### src/rtl/wb_burst_master_if.sv
// Signal bundle between wb_burst_master and its command/data streams and Wishbone slave.
// The master modport is the burst engine; the slave modport is everything around it.
interface wb_burst_master_if #(
  parameter int AW   = 32,
  parameter int DW   = 32,
  parameter int LENW = 8
);
  logic            cmd_valid;
  logic            cmd_ready;
  logic            cmd_we;
  logic [AW-1:0]   cmd_addr;
  logic [LENW-1:0] cmd_len;

  logic            wr_valid;
  logic            wr_ready;
  logic [DW-1:0]   wr_data;

  logic            rd_valid;
  logic            rd_ready;
  logic [DW-1:0]   rd_data;

  logic            done;
  logic            err;

  logic            wb_cyc_o;
  logic            wb_stb_o;
  logic            wb_we_o;
  logic [AW-1:0]   wb_addr_o;
  logic [DW-1:0]   wb_dat_o;
  logic [DW/8-1:0] wb_sel_o;
  logic [2:0]      wb_cti_o;
  logic            wb_ack_i;
  logic [DW-1:0]   wb_dat_i;

  modport master (
    input  cmd_valid, cmd_we, cmd_addr, cmd_len,
    input  wr_valid, wr_data,
    input  rd_ready,
    input  wb_ack_i, wb_dat_i,
    output cmd_ready, wr_ready, rd_valid, rd_data, done, err,
    output wb_cyc_o, wb_stb_o, wb_we_o, wb_addr_o, wb_dat_o, wb_sel_o, wb_cti_o
  );

  modport slave (
    output cmd_valid, cmd_we, cmd_addr, cmd_len,
    output wr_valid, wr_data,
    output rd_ready,
    output wb_ack_i, wb_dat_i,
    input  cmd_ready, wr_ready, rd_valid, rd_data, done, err,
    input  wb_cyc_o, wb_stb_o, wb_we_o, wb_addr_o, wb_dat_o, wb_sel_o, wb_cti_o
  );
endinterface

### src/rtl/wb_burst_master.sv
// Command-driven Wishbone B4 burst master: one (we, addr, len) command becomes one CYC of
// len+1 incrementing beats, fed/drained by valid-ready streams, with a per-beat ack timeout.
module wb_burst_master #(
  parameter int AW   = 32,
  parameter int DW   = 32,
  parameter int LENW = 8,
  parameter int TMO  = 255
) (
  input  logic               wb_clk_i,
  input  logic               wb_resetn,
  wb_burst_master_if.master  bus
);

  localparam int            SW         = DW / 8;
  localparam logic [AW-1:0] STEP       = AW'(SW);
  localparam logic [AW-1:0] ALIGN_MASK = ~(AW'(SW - 1));
  localparam logic [15:0]   TMO_LAST   = 16'(TMO - 1);

  typedef enum logic [1:0] {
    S_IDLE,
    S_WRITE,
    S_READ
  } state_t;

  state_t          state_q, state_d;
  logic [AW-1:0]   addr_q, addr_d;
  logic [LENW-1:0] beats_q, beats_d;
  logic            single_q, single_d;
  logic            loaded_q, loaded_d;
  logic [DW-1:0]   wdat_q, wdat_d;
  logic            rd_valid_q, rd_valid_d;
  logic [DW-1:0]   rd_data_q, rd_data_d;
  logic [15:0]     tmo_q, tmo_d;
  logic            cyc_q, cyc_d;
  logic            done_q, done_d;
  logic            err_q, err_d;

  logic            stb;
  logic            ack;
  logic            last;
  logic            tmo_hit;
  logic            wr_rdy;
  logic            wr_take;
  logic            cyc;
  logic [2:0]      cti;

  // Address arithmetic wraps silently at 2**AW.
  function automatic logic [AW-1:0] next_addr(input logic [AW-1:0] a);
    return a + STEP;
  endfunction

  function automatic logic [2:0] beat_cti(input logic single, input logic is_last);
    if (single)       return 3'b000;
    else if (is_last) return 3'b111;
    else              return 3'b010;
  endfunction

  always_comb begin
    stb = 1'b0;
    case (state_q)
      S_WRITE: stb = loaded_q;
      S_READ:  stb = !rd_valid_q || bus.rd_ready;
      default: stb = 1'b0;
    endcase
  end

  // Acks while stb is low never count; the final ack must not pull in a beat of the next burst.
  assign ack     = stb && bus.wb_ack_i;
  assign last    = (beats_q == '0);
  assign tmo_hit = stb && !bus.wb_ack_i && (tmo_q == TMO_LAST);
  assign wr_rdy  = (state_q == S_WRITE) && (!loaded_q || (ack && !last));
  assign wr_take = wr_rdy && bus.wr_valid;
  assign cyc     = cyc_q || stb;
  assign cti     = beat_cti(single_q, last);

  always_comb begin
    state_d    = state_q;
    addr_d     = addr_q;
    beats_d    = beats_q;
    single_d   = single_q;
    loaded_d   = loaded_q;
    wdat_d     = wdat_q;
    rd_valid_d = rd_valid_q;
    rd_data_d  = rd_data_q;
    tmo_d      = (stb && !ack) ? tmo_q + 16'd1 : 16'd0;
    cyc_d      = cyc_q || stb;
    done_d     = 1'b0;
    err_d      = 1'b0;

    // A held read beat drains even after the burst has ended or aborted.
    if (bus.rd_ready) begin
      rd_valid_d = 1'b0;
    end

    case (state_q)
      S_IDLE: begin
        if (bus.cmd_valid) begin
          addr_d   = bus.cmd_addr & ALIGN_MASK;
          beats_d  = bus.cmd_len;
          single_d = (bus.cmd_len == '0);
          loaded_d = 1'b0;
          cyc_d    = 1'b0;
          tmo_d    = 16'd0;
          state_d  = bus.cmd_we ? S_WRITE : S_READ;
        end
      end
      S_WRITE: begin
        if (wr_take) begin
          loaded_d = 1'b1;
          wdat_d   = bus.wr_data;
        end else if (ack) begin
          loaded_d = 1'b0;
        end
      end
      S_READ: begin
        if (ack) begin
          rd_data_d  = bus.wb_dat_i;
          rd_valid_d = 1'b1;
        end
      end
      default: state_d = S_IDLE;
    endcase

    if (state_q != S_IDLE) begin
      if (ack) begin
        addr_d  = next_addr(addr_q);
        beats_d = beats_q - LENW'(1);
        if (last) begin
          state_d  = S_IDLE;
          done_d   = 1'b1;
          cyc_d    = 1'b0;
          loaded_d = 1'b0;
          tmo_d    = 16'd0;
        end
      end else if (tmo_hit) begin
        // Abort: the loaded write beat is dropped, unsent beats stay upstream.
        state_d  = S_IDLE;
        err_d    = 1'b1;
        cyc_d    = 1'b0;
        loaded_d = 1'b0;
        tmo_d    = 16'd0;
      end
    end
  end

  always_ff @(posedge wb_clk_i) begin
    if (!wb_resetn) begin
      state_q    <= S_IDLE;
      addr_q     <= '0;
      beats_q    <= '0;
      single_q   <= 1'b0;
      loaded_q   <= 1'b0;
      wdat_q     <= '0;
      rd_valid_q <= 1'b0;
      rd_data_q  <= '0;
      tmo_q      <= 16'd0;
      cyc_q      <= 1'b0;
      done_q     <= 1'b0;
      err_q      <= 1'b0;
    end else begin
      state_q    <= state_d;
      addr_q     <= addr_d;
      beats_q    <= beats_d;
      single_q   <= single_d;
      loaded_q   <= loaded_d;
      wdat_q     <= wdat_d;
      rd_valid_q <= rd_valid_d;
      rd_data_q  <= rd_data_d;
      tmo_q      <= tmo_d;
      cyc_q      <= cyc_d;
      done_q     <= done_d;
      err_q      <= err_d;
    end
  end

  assign bus.cmd_ready = (state_q == S_IDLE);
  assign bus.wr_ready  = wr_rdy;
  assign bus.rd_valid  = rd_valid_q;
  assign bus.rd_data   = rd_data_q;
  assign bus.done      = done_q;
  assign bus.err       = err_q;
  assign bus.wb_cyc_o  = cyc;
  assign bus.wb_stb_o  = stb;
  assign bus.wb_we_o   = (state_q == S_WRITE);
  assign bus.wb_addr_o = addr_q;
  assign bus.wb_dat_o  = wdat_q;
  assign bus.wb_sel_o  = cyc ? {SW{1'b1}} : {SW{1'b0}};
  assign bus.wb_cti_o  = cyc ? cti : 3'b000;

endmodule

### src/flat_wrapper.sv
// flat-port wrapper written by rule: the top's interface ports become plain ports
module wb_burst_master_flat 
#(
  parameter int AW   = 32,
  parameter int DW   = 32,
  parameter int LENW = 8,
  parameter int TMO  = 255
)
  (wb_clk_i, wb_resetn, bus_cmd_valid, bus_cmd_we, bus_cmd_addr, bus_cmd_len, bus_wr_valid, bus_wr_data, bus_rd_ready, bus_wb_ack_i, bus_wb_dat_i, bus_cmd_ready, bus_wr_ready, bus_rd_valid, bus_rd_data, bus_done, bus_err, bus_wb_cyc_o, bus_wb_stb_o, bus_wb_we_o, bus_wb_addr_o, bus_wb_dat_o, bus_wb_sel_o, bus_wb_cti_o);
  wb_burst_master_if #(.AW(AW), .DW(DW), .LENW(LENW)) bus_i ();
  input  logic wb_clk_i;
  input  logic wb_resetn;
  input wire logic [$bits(bus_i.cmd_valid)-1:0] bus_cmd_valid;
  input wire logic [$bits(bus_i.cmd_we)-1:0] bus_cmd_we;
  input wire logic [$bits(bus_i.cmd_addr)-1:0] bus_cmd_addr;
  input wire logic [$bits(bus_i.cmd_len)-1:0] bus_cmd_len;
  input wire logic [$bits(bus_i.wr_valid)-1:0] bus_wr_valid;
  input wire logic [$bits(bus_i.wr_data)-1:0] bus_wr_data;
  input wire logic [$bits(bus_i.rd_ready)-1:0] bus_rd_ready;
  input wire logic [$bits(bus_i.wb_ack_i)-1:0] bus_wb_ack_i;
  input wire logic [$bits(bus_i.wb_dat_i)-1:0] bus_wb_dat_i;
  output wire logic [$bits(bus_i.cmd_ready)-1:0] bus_cmd_ready;
  output wire logic [$bits(bus_i.wr_ready)-1:0] bus_wr_ready;
  output wire logic [$bits(bus_i.rd_valid)-1:0] bus_rd_valid;
  output wire logic [$bits(bus_i.rd_data)-1:0] bus_rd_data;
  output wire logic [$bits(bus_i.done)-1:0] bus_done;
  output wire logic [$bits(bus_i.err)-1:0] bus_err;
  output wire logic [$bits(bus_i.wb_cyc_o)-1:0] bus_wb_cyc_o;
  output wire logic [$bits(bus_i.wb_stb_o)-1:0] bus_wb_stb_o;
  output wire logic [$bits(bus_i.wb_we_o)-1:0] bus_wb_we_o;
  output wire logic [$bits(bus_i.wb_addr_o)-1:0] bus_wb_addr_o;
  output wire logic [$bits(bus_i.wb_dat_o)-1:0] bus_wb_dat_o;
  output wire logic [$bits(bus_i.wb_sel_o)-1:0] bus_wb_sel_o;
  output wire logic [$bits(bus_i.wb_cti_o)-1:0] bus_wb_cti_o;
  assign bus_i.cmd_valid = bus_cmd_valid;
  assign bus_i.cmd_we = bus_cmd_we;
  assign bus_i.cmd_addr = bus_cmd_addr;
  assign bus_i.cmd_len = bus_cmd_len;
  assign bus_i.wr_valid = bus_wr_valid;
  assign bus_i.wr_data = bus_wr_data;
  assign bus_i.rd_ready = bus_rd_ready;
  assign bus_i.wb_ack_i = bus_wb_ack_i;
  assign bus_i.wb_dat_i = bus_wb_dat_i;
  assign bus_cmd_ready = bus_i.cmd_ready;
  assign bus_wr_ready = bus_i.wr_ready;
  assign bus_rd_valid = bus_i.rd_valid;
  assign bus_rd_data = bus_i.rd_data;
  assign bus_done = bus_i.done;
  assign bus_err = bus_i.err;
  assign bus_wb_cyc_o = bus_i.wb_cyc_o;
  assign bus_wb_stb_o = bus_i.wb_stb_o;
  assign bus_wb_we_o = bus_i.wb_we_o;
  assign bus_wb_addr_o = bus_i.wb_addr_o;
  assign bus_wb_dat_o = bus_i.wb_dat_o;
  assign bus_wb_sel_o = bus_i.wb_sel_o;
  assign bus_wb_cti_o = bus_i.wb_cti_o;
  wb_burst_master #(.AW(AW), .DW(DW), .LENW(LENW), .TMO(TMO)) u_core (.wb_clk_i(wb_clk_i), .wb_resetn(wb_resetn), .bus(bus_i));
endmodule
### config.mk
export PLATFORM = sky130hd
export DESIGN_NAME = wb_burst_master_flat
export DESIGN_NICKNAME = d
export VERILOG_FILES = /design/src/rtl/wb_burst_master_if.sv /design/src/rtl/wb_burst_master.sv /design/src/flat_wrapper.sv
export SDC_FILE = /design/constraint.sdc
export NUM_CORES = 1
export LEC_CHECK = 0
export CORE_AREA = 2 2 108 121
export DETAILED_ROUTE_END_ITERATION = 7
export DIE_AREA = 0 0 110 123
export PLACE_DENSITY_LB_ADDON = 0.25
export SLEW_MARGIN = 20
export SYNTH_ARGS = -nofsm -noshare
export SYNTH_HDL_FRONTEND = slang
export SYNTH_SLANG_ARGS = --single-unit
### constraint.sdc
create_clock -name wb_clk_i -period 4.3 [get_ports wb_clk_i]
set_clock_uncertainty 0.15 [all_clocks]
set_input_delay 0.86 -clock wb_clk_i [delete_from_list [all_inputs] [get_ports wb_clk_i]]
set_output_delay 0.86 -clock wb_clk_i [all_outputs]
set_load 0.01 [all_outputs]
==> results.tsv, run 1 <==
stage	metric	value	unit
clocking	postCtsSetupBuffers	0	
critical_path	start_kind	primary input	
layout	diodes	0	
synthesis	ys_ff_latch	128	
timing	finalWorstSetupSlack	460	ps
worst_hold_path	min_from	u_core.bus.wb_dat_o[21]	
placed_design	place_ws	446	ps
power_and_ir_drop	total_power	0.00306	W
critical_path	r2r-start	u_core.state_q[1]	
power_and_ir_drop	p_leak	2.96	nW
synthesis	synth.yosys.seq_area_share	44.0	%
global_routing	grt_pass1_wl	27900	um
critical_path	cp_common_cell	clkdlybuf4s50_1	
power_and_ir_drop	p_int	0.00229	W
synthesis	synth_edf_count	0	
detailed_routing	drcViolationCount	0	
critical_path	path_cells	clkdlybuf4s50_1 -> nand2b_1 -> a22o_1 -> nand2_1 -> inv_1 -> nand3b_1 -> a21boi_0 -> clkdlybuf4s50_1	
layout	area_growth	47.8	%
critical_path	crit_type	primary input to primary output	
clocking	numCtsBuffers	17	
floorplanning	dieArea	13500	um2
power_and_ir_drop	p_sw	0.000768	W
clocking	post_cts_resized	0	
floorplanning	row_count	43	
critical_path	crit_fanout	6	
critical_path	worst_path_largest_cell_delay	560	ps
global_routing	antenna_found_initial	0	
detailed_routing	via_count	6184	
clocking	cts.clk_slew.worst_paths	60	ps
timing	tightest_slew	774	ps
synthesis	netlist_instances	726	
timing	setup_tns	0	ps
global_routing	grt-ovfl-total	0	
synthesis	synthTopCellsByCount	177 x nand2_1, 128 x dfxtp_1, 89 x a21oi_1, 36 x clkbuf_1, 30 x nor2_1	
critical_path	cp.arrival	2830	ps
power_and_ir_drop	clockPowerShare	44.1	%
timing	slew-limit-headroom	47.9	%
synthesis	avgSynthCellArea	8.02	um2
synthesis	ys_top_cells_by_area	dfxtp_1 44%, nand2_1 11%, a21oi_1 7.7%	
clocking	hold_buffers	0	
layout	stdcell_count	1093	
placed_design	placed_cells	1062	
power_and_ir_drop	ir_drop	232	uV
clocking	htree_levels	4	
detailed_routing	vias_per_cell	5.66	
layout	fillers	988	
layout	layout.nets	1043	
timing	rsz0062_at_grt	false	
detailed_routing	first_iter_violations	383	
global_routing	track_usage	26.2	%
synthesis	synth_nets	845	
clocking	cts_sinks	128	
worst_hold_path	hp-class	register to register	
timing	setup_violations	0	
synthesis	yosys.area.top_type_share	44.0	%
detailed_routing	routed_wl	18000	um
timing	clock.fmax	260	MHz
layout	fin_util	69.8	%
floorplanning	pin_count	222	
global_routing	grt_max_degree	48	
critical_path	crit_start	bus_rd_ready	
timing	drv_slew	0	
clocking	clockBufferDepth	2	
clocking	cts_tree	yes	
critical_path	worstSetupEndpointType	primary output	
timing	hold_violations	0	
synthesis	synth_ff_type	dfxtp_1	
floorplanning	initial_core_util	47.2	%
critical_path	cp.required	3290	ps
clocking	clk_latency	420	ps
global_routing	first_global_vias	5954	
floorplanning	die_y	123	um
timing	period_needed	3840	ps
synthesis	synth-warning-count	0	
power_and_ir_drop	combPwrFrac	14.1	%
synthesis	synthesis.area	5820	um2
placed_design	place.gp.congestion	0.919	
outcome	status	complete, no violations	
placed_design	hpwl	12700	um
floorplanning	die-width	110	um
power_and_ir_drop	p_per_area	356	nW/um2
critical_path	worst_path_max_delay_cell	clkdlybuf4s50_1	
detailed_routing	final_antenna_net_count	0	
placed_design	port_buffers	219	
synthesis	async_flop_share	0	%
layout	drive_gt1_share	7.16	%
clocking	cts-root-buf	clkbuf_16	
detailed_routing	avgRoutedWirePerCell	16.4	um
floorplanning	fp.coreArea	12300	um2
synthesis	yosysUniqueCellTypes	62	
timing	finalCritPeriodShare	89.3	%
job	maxCapViolCount	0	
synthesis	yosys.area.top_type	dfxtp_1	
power_and_ir_drop	p_sw_share	25.1	%
synthesis	synth_most_common_cell	nand2_1	
detailed_routing	first_pass_iters	5	
power_and_ir_drop	seq_power_share	41.8	%
[per-layer routing]
layer / track usage [%] / vias up / part of all wire [%]
met5: 0 / - / 0
met4: 10.2 / 0 / 2.2
met3: 8.33 / 35 / 9.1
met2: 44.8 / 305 / 50
met1: 30.3 / 2882 / 38
li1: - / 2962 / -
[worst max-delay path: cells and delay by family]
family	cells	cell delay (ps)
compound gates	2	410
simple gates	3	410
buf+inv	3	1140
[cells by family after synthesis]
| family | count (synthesis) | synth area share, % |
|---|---|---|
| compound gates | 167 | 17.4 |
| xor+xnor | 15 | 2.26 |
| fa+ha+maj | 8 | 1.72 |
| buf+inv | 67 | 5.55 |
| flops | 128 | 44.0 |
| mux | 6 | 1.12 |
| simple gates | 335 | 28.0 |
[cell type report]
type / count / area, um2 / area share, %
multi-input cells: 531 / 2940 / 34.2
flip-flops and latches: 128 / 2560 / 29.8
repair buffers: 232 / 2290 / 26.6
clock buffers: 21 / 470 / 5.47
well taps: 157 / 196 / 2.28
clock inverters: 10 / 87.6 / 1.02
inverters: 14 / 52.6 / 0.611
[through the flow]
| stage | instance area (um2) | hold slack (ps) |
|---|---|---|
| global route | 8600 | 323 |
| floorplan | 5820 | 282 |
| global placement | 8040 | 291 |
| finish | 8600 | 303 |
| CTS | 8600 | 303 |
| detailed placement | 8040 | 296 |
[power groups by stage]
stage	clock (W)	combinational (W)	sequential, W
3_5_place_dp	0	0.000429	0.00130
5_1_grt	0.00142	0.000466	0.00129
2_1_floorplan	0	0.000189	0.00131
3_3_place_gp	0	0.000421	0.00130
6_report	0.00135	0.000432	0.00128
4_1_cts	0.00136	0.000432	0.00128
[worst paths after layout]
kind / to / slack (ps) / depth (start not counted)
hold reg to reg: u_core.bus.wb_dat_o[21] / 300 / 2
setup / recovery: bus_wr_ready / 460 / 8
setup reg to reg: u_core.bus.wb_addr_o[9] / 1600 / 9
hold / removal: u_core.bus.wb_dat_o[21] / 300 / 2
[state kept, by name (all words and copies together), names as in the netlist]
name / cells
u_core.bus.rd_data: 32
u_core.bus.rd_valid: 1
u_core.cyc_q: 1
u_core.bus.wb_addr_o: 32
u_core.single_q: 1
u_core.bus.err: 1
u_core.bus.wb_dat_o: 32
u_core.state_q: 2
u_core.loaded_q: 1
u_core.tmo_q: 16
u_core.bus.done: 1
u_core.beats_q: 8
[cells in the final DEF, fill, tap and decap left out, drive strengths merged, types with 14 or more instances in the layout]
| master | count |
|---|---|
| nor2 | 31 |
| clkbuf | 21 |
| inv | 14 |
| and3 | 15 |
| nand4 | 21 |
| o21ai | 20 |
| nand3 | 25 |
| dfxtp | 128 |
| nand2 | 177 |
| a21oi | 93 |
| nor4 | 18 |
| clkdlybuf4s50 | 219 |
Note: power is estimated with default switching activity, not from simulation.
==> run 2, diff against run 1 <==
--- a/config.mk
+++ b/config.mk
@@ -5,9 +5,10 @@
 export SDC_FILE = /design/constraint.sdc
 export NUM_CORES = 1
 export LEC_CHECK = 0
-export CORE_AREA = 2 2 108 121
+export ABC_AREA = 1
+export CORE_AREA = 2 2 113 126
 export DETAILED_ROUTE_END_ITERATION = 7
-export DIE_AREA = 0 0 110 123
+export DIE_AREA = 0 0 115 128
 export PLACE_DENSITY_LB_ADDON = 0.25
 export SLEW_MARGIN = 20
 export SYNTH_ARGS = -nofsm -noshare
==> run 2 against run 1 <==
Compared with the run above: cell area is 9.7% higher; via count grew 12%; synthesized cell count grew 36%; fmax up 4.4%; final cell count up 25%; die area grew 8.8%; critical path type unchanged; critical endpoint is now bus_wb_sel_o[1]; largest power group unchanged.
==> results.tsv, run 2 <==
stage	metric	value	unit
floorplanning	dieArea	14700	um2
layout	fin_util	69.8	%
critical_path	crit_type	primary input to primary output	
power_and_ir_drop	clockPowerShare	46.5	%
synthesis	yosys.area.top_type_share	39.1	%
layout	design_area	9430	um2
power_and_ir_drop	ir_drop	284	uV
detailed_routing	drcViolationCount	0	
timing	period_needed	3680	ps
floorplanning	die-width	115	um
synthesis	avgSynthCellArea	6.63	um2
critical_path	reg2regPathDepth	13	
synthesis	synth_ff_type	dfxtp_1	
worst_hold_path	hp-class	register to register	
timing	rsz0062_at_grt	false	
timing	slew-limit-headroom	54.9	%
synthesis	yosysUniqueCellTypes	32	
synthesis	yosys.area.top_type	dfxtp_1	
global_routing	grt_max_degree	64	
layout	layout_commonest_cell	nand2_1	
critical_path	start_kind	primary input	
synthesis	ys_ff_latch	128	
synthesis	synth-warning-count	0	
layout	layout.nets	1303	
power_and_ir_drop	total_power	0.00341	W
global_routing	first_global_vias	6330	
power_and_ir_drop	p_per_area	362	nW/um2
detailed_routing	via_count	6914	
power_and_ir_drop	p_int	0.00255	W
global_routing	track_usage	25.8	%
synthesis	synth_most_common_cell	nand2_1	
global_routing	grt-ovfl-total	0	
detailed_routing	avgRoutedWirePerCell	13.8	um
floorplanning	initial_core_util	48.5	%
clocking	clockBufferDepth	2	
synthesis	ys_top_cells_by_area	dfxtp_1 39%, nand2_1 15%, inv_1 7.6%	
job	maxCapViolCount	0	
detailed_routing	first_pass_iters	5	
clocking	clk_latency	420	ps
clocking	postCtsSetupBuffers	0	
critical_path	crit_fanout	5	
timing	drv_slew	0	
placed_design	placed_cells	1329	
power_and_ir_drop	combPwrFrac	15.6	%
clocking	numCtsBuffers	17	
placed_design	place.gp.congestion	0.900	
clocking	cts-root-buf	clkbuf_16	
critical_path	worstSetupEndpointType	primary output	
placed_design	hpwl	12800	um
layout	final_cell_mix	260 x nand2_1, 218 x clkdlybuf4s50_1, 132 x inv_1	
power_and_ir_drop	p_sw	0.000860	W
timing	hold_violations	0	
timing	finalCritPeriodShare	85.6	%
clocking	htree_levels	4	
detailed_routing	routed_wl	18800	um
layout	stdcell_count	1362	
clocking	cts_sinks	128	
timing	setup_violations	0	
critical_path	cp.required	3290	ps
synthesis	synth.yosys.seq_area_share	39.1	%
synthesis	synthesis.area	6550	um2
layout	area_growth	44.0	%
detailed_routing	vias_per_cell	5.08	
synthesis	synth_nets	1107	
power_and_ir_drop	seq_power_share	37.9	%
clocking	cts.clk_slew.worst_paths	50	ps
synthesis	async_flop_share	0	%
floorplanning	pin_count	222	
placed_design	port_buffers	219	
detailed_routing	first_iter_violations	543	
clocking	cts_tree	yes	
floorplanning	die_y	128	um
floorplanning	row_count	45	
worst_hold_path	holdPathStages	2	
synthesis	synth_edf_count	0	
clocking	hold_buffers	0	
detailed_routing	final_antenna_net_count	0	
outcome	status	complete, no violations	
synthesis	netlist_instances	988	
synthesis	synthTopCellsByCount	260 x nand2_1, 132 x inv_1, 128 x dfxtp_1, 108 x nor2_1	
clocking	post_cts_resized	0	
power_and_ir_drop	p_leak	3.77	nW
global_routing	grt_pass1_wl	30500	um
timing	setup_tns	0	ps
critical_path	cp.arrival	2670	ps
layout	drive_gt1_share	4.09	%
power_and_ir_drop	p_sw_share	25.2	%
timing	clock.fmax	272	MHz
placed_design	placedInstanceArea	8780	um2
global_routing	antenna_found_initial	0	
timing	tightest_slew	677	ps
floorplanning	fp.coreArea	13500	um2
## run 2: final timing paths
path	from	endpoint	slack [ps]
setup / recovery	bus_rd_ready	bus_wb_sel_o[1]	620
hold / removal	u_core.bus.wb_addr_o[0]	u_core.bus.wb_addr_o[0]	280
setup reg to reg	u_core.state_q[1]	u_core.bus.wb_addr_o[23]	1830
hold reg to reg	u_core.bus.wb_addr_o[0]	u_core.bus.wb_addr_o[0]	280
## run 2: critical path: stages
cell	delay, ps
clkdlybuf4s50_1	390
inv_1	50
nand2_1	60
nand2_1	60
nand2_1	50
nand2_2	90
inv_1	70
nor2_1	340
inv_1	170
clkdlybuf4s50_1	520
## run 2: power groups by stage
stage,sequential (W),combinational (W),clock [W]
2_1_floorplan,0.00133,0.000259,0
3_3_place_gp,0.00132,0.000520,0
3_5_place_dp,0.00132,0.000527,0
4_1_cts,0.00129,0.000534,0.00161
5_1_grt,0.00130,0.000592,0.00166
6_report,0.00129,0.000532,0.00159
## run 2: kinds of logic after synthesis
logic type / after synthesis / share of synthesized area, %
adder cells (fa/ha/maj): 8 / 1.53
XOR/XNOR: 15 / 2.01
buffers and inverters: 185 / 11.3
flip-flops: 128 / 39.1
multiplexers: 2 / 0.306
AND/OR/NAND/NOR: 514 / 34.3
AO/OA/AOI/OAI: 136 / 11.4
## run 2: routing by layer
layer | up-vias | global-route usage [%] | share of wire (%)
li1 | 3551 | - | -
met1 | 3109 | 32.7 | 43
met2 | 218 | 42.0 | 48
met3 | 36 | 6.62 | 6.8
met4 | 0 | 9.57 | 2.1
met5 | - | 0 | 0
## run 2: area by class of cell
| class | count | area (um2) |
|---|---|---|
| Antenna cell | 1 | 2.50 |
| Clock buffer | 18 | 439 |
| Clock inverter | 14 | 213 |
| Fill cell | 1160 | 4080 |
| Inverter | 132 | 495 |
| Multi-Input combinational cell | 675 | 3250 |
| Sequential cell | 128 | 2560 |
| Tap cell | 164 | 205 |
| Timing Repair Buffer | 230 | 2270 |
## run 2: through the flow
| stage | setup WS, ps | hold WS [ps] |
|---|---|---|
| after floorplan | 1450 | 280 |
| after global placement | 602 | 265 |
| after detailed placement | 566 | 269 |
| after CTS | 558 | 277 |
| after global routing | 435 | 292 |
| final | 621 | 276 |
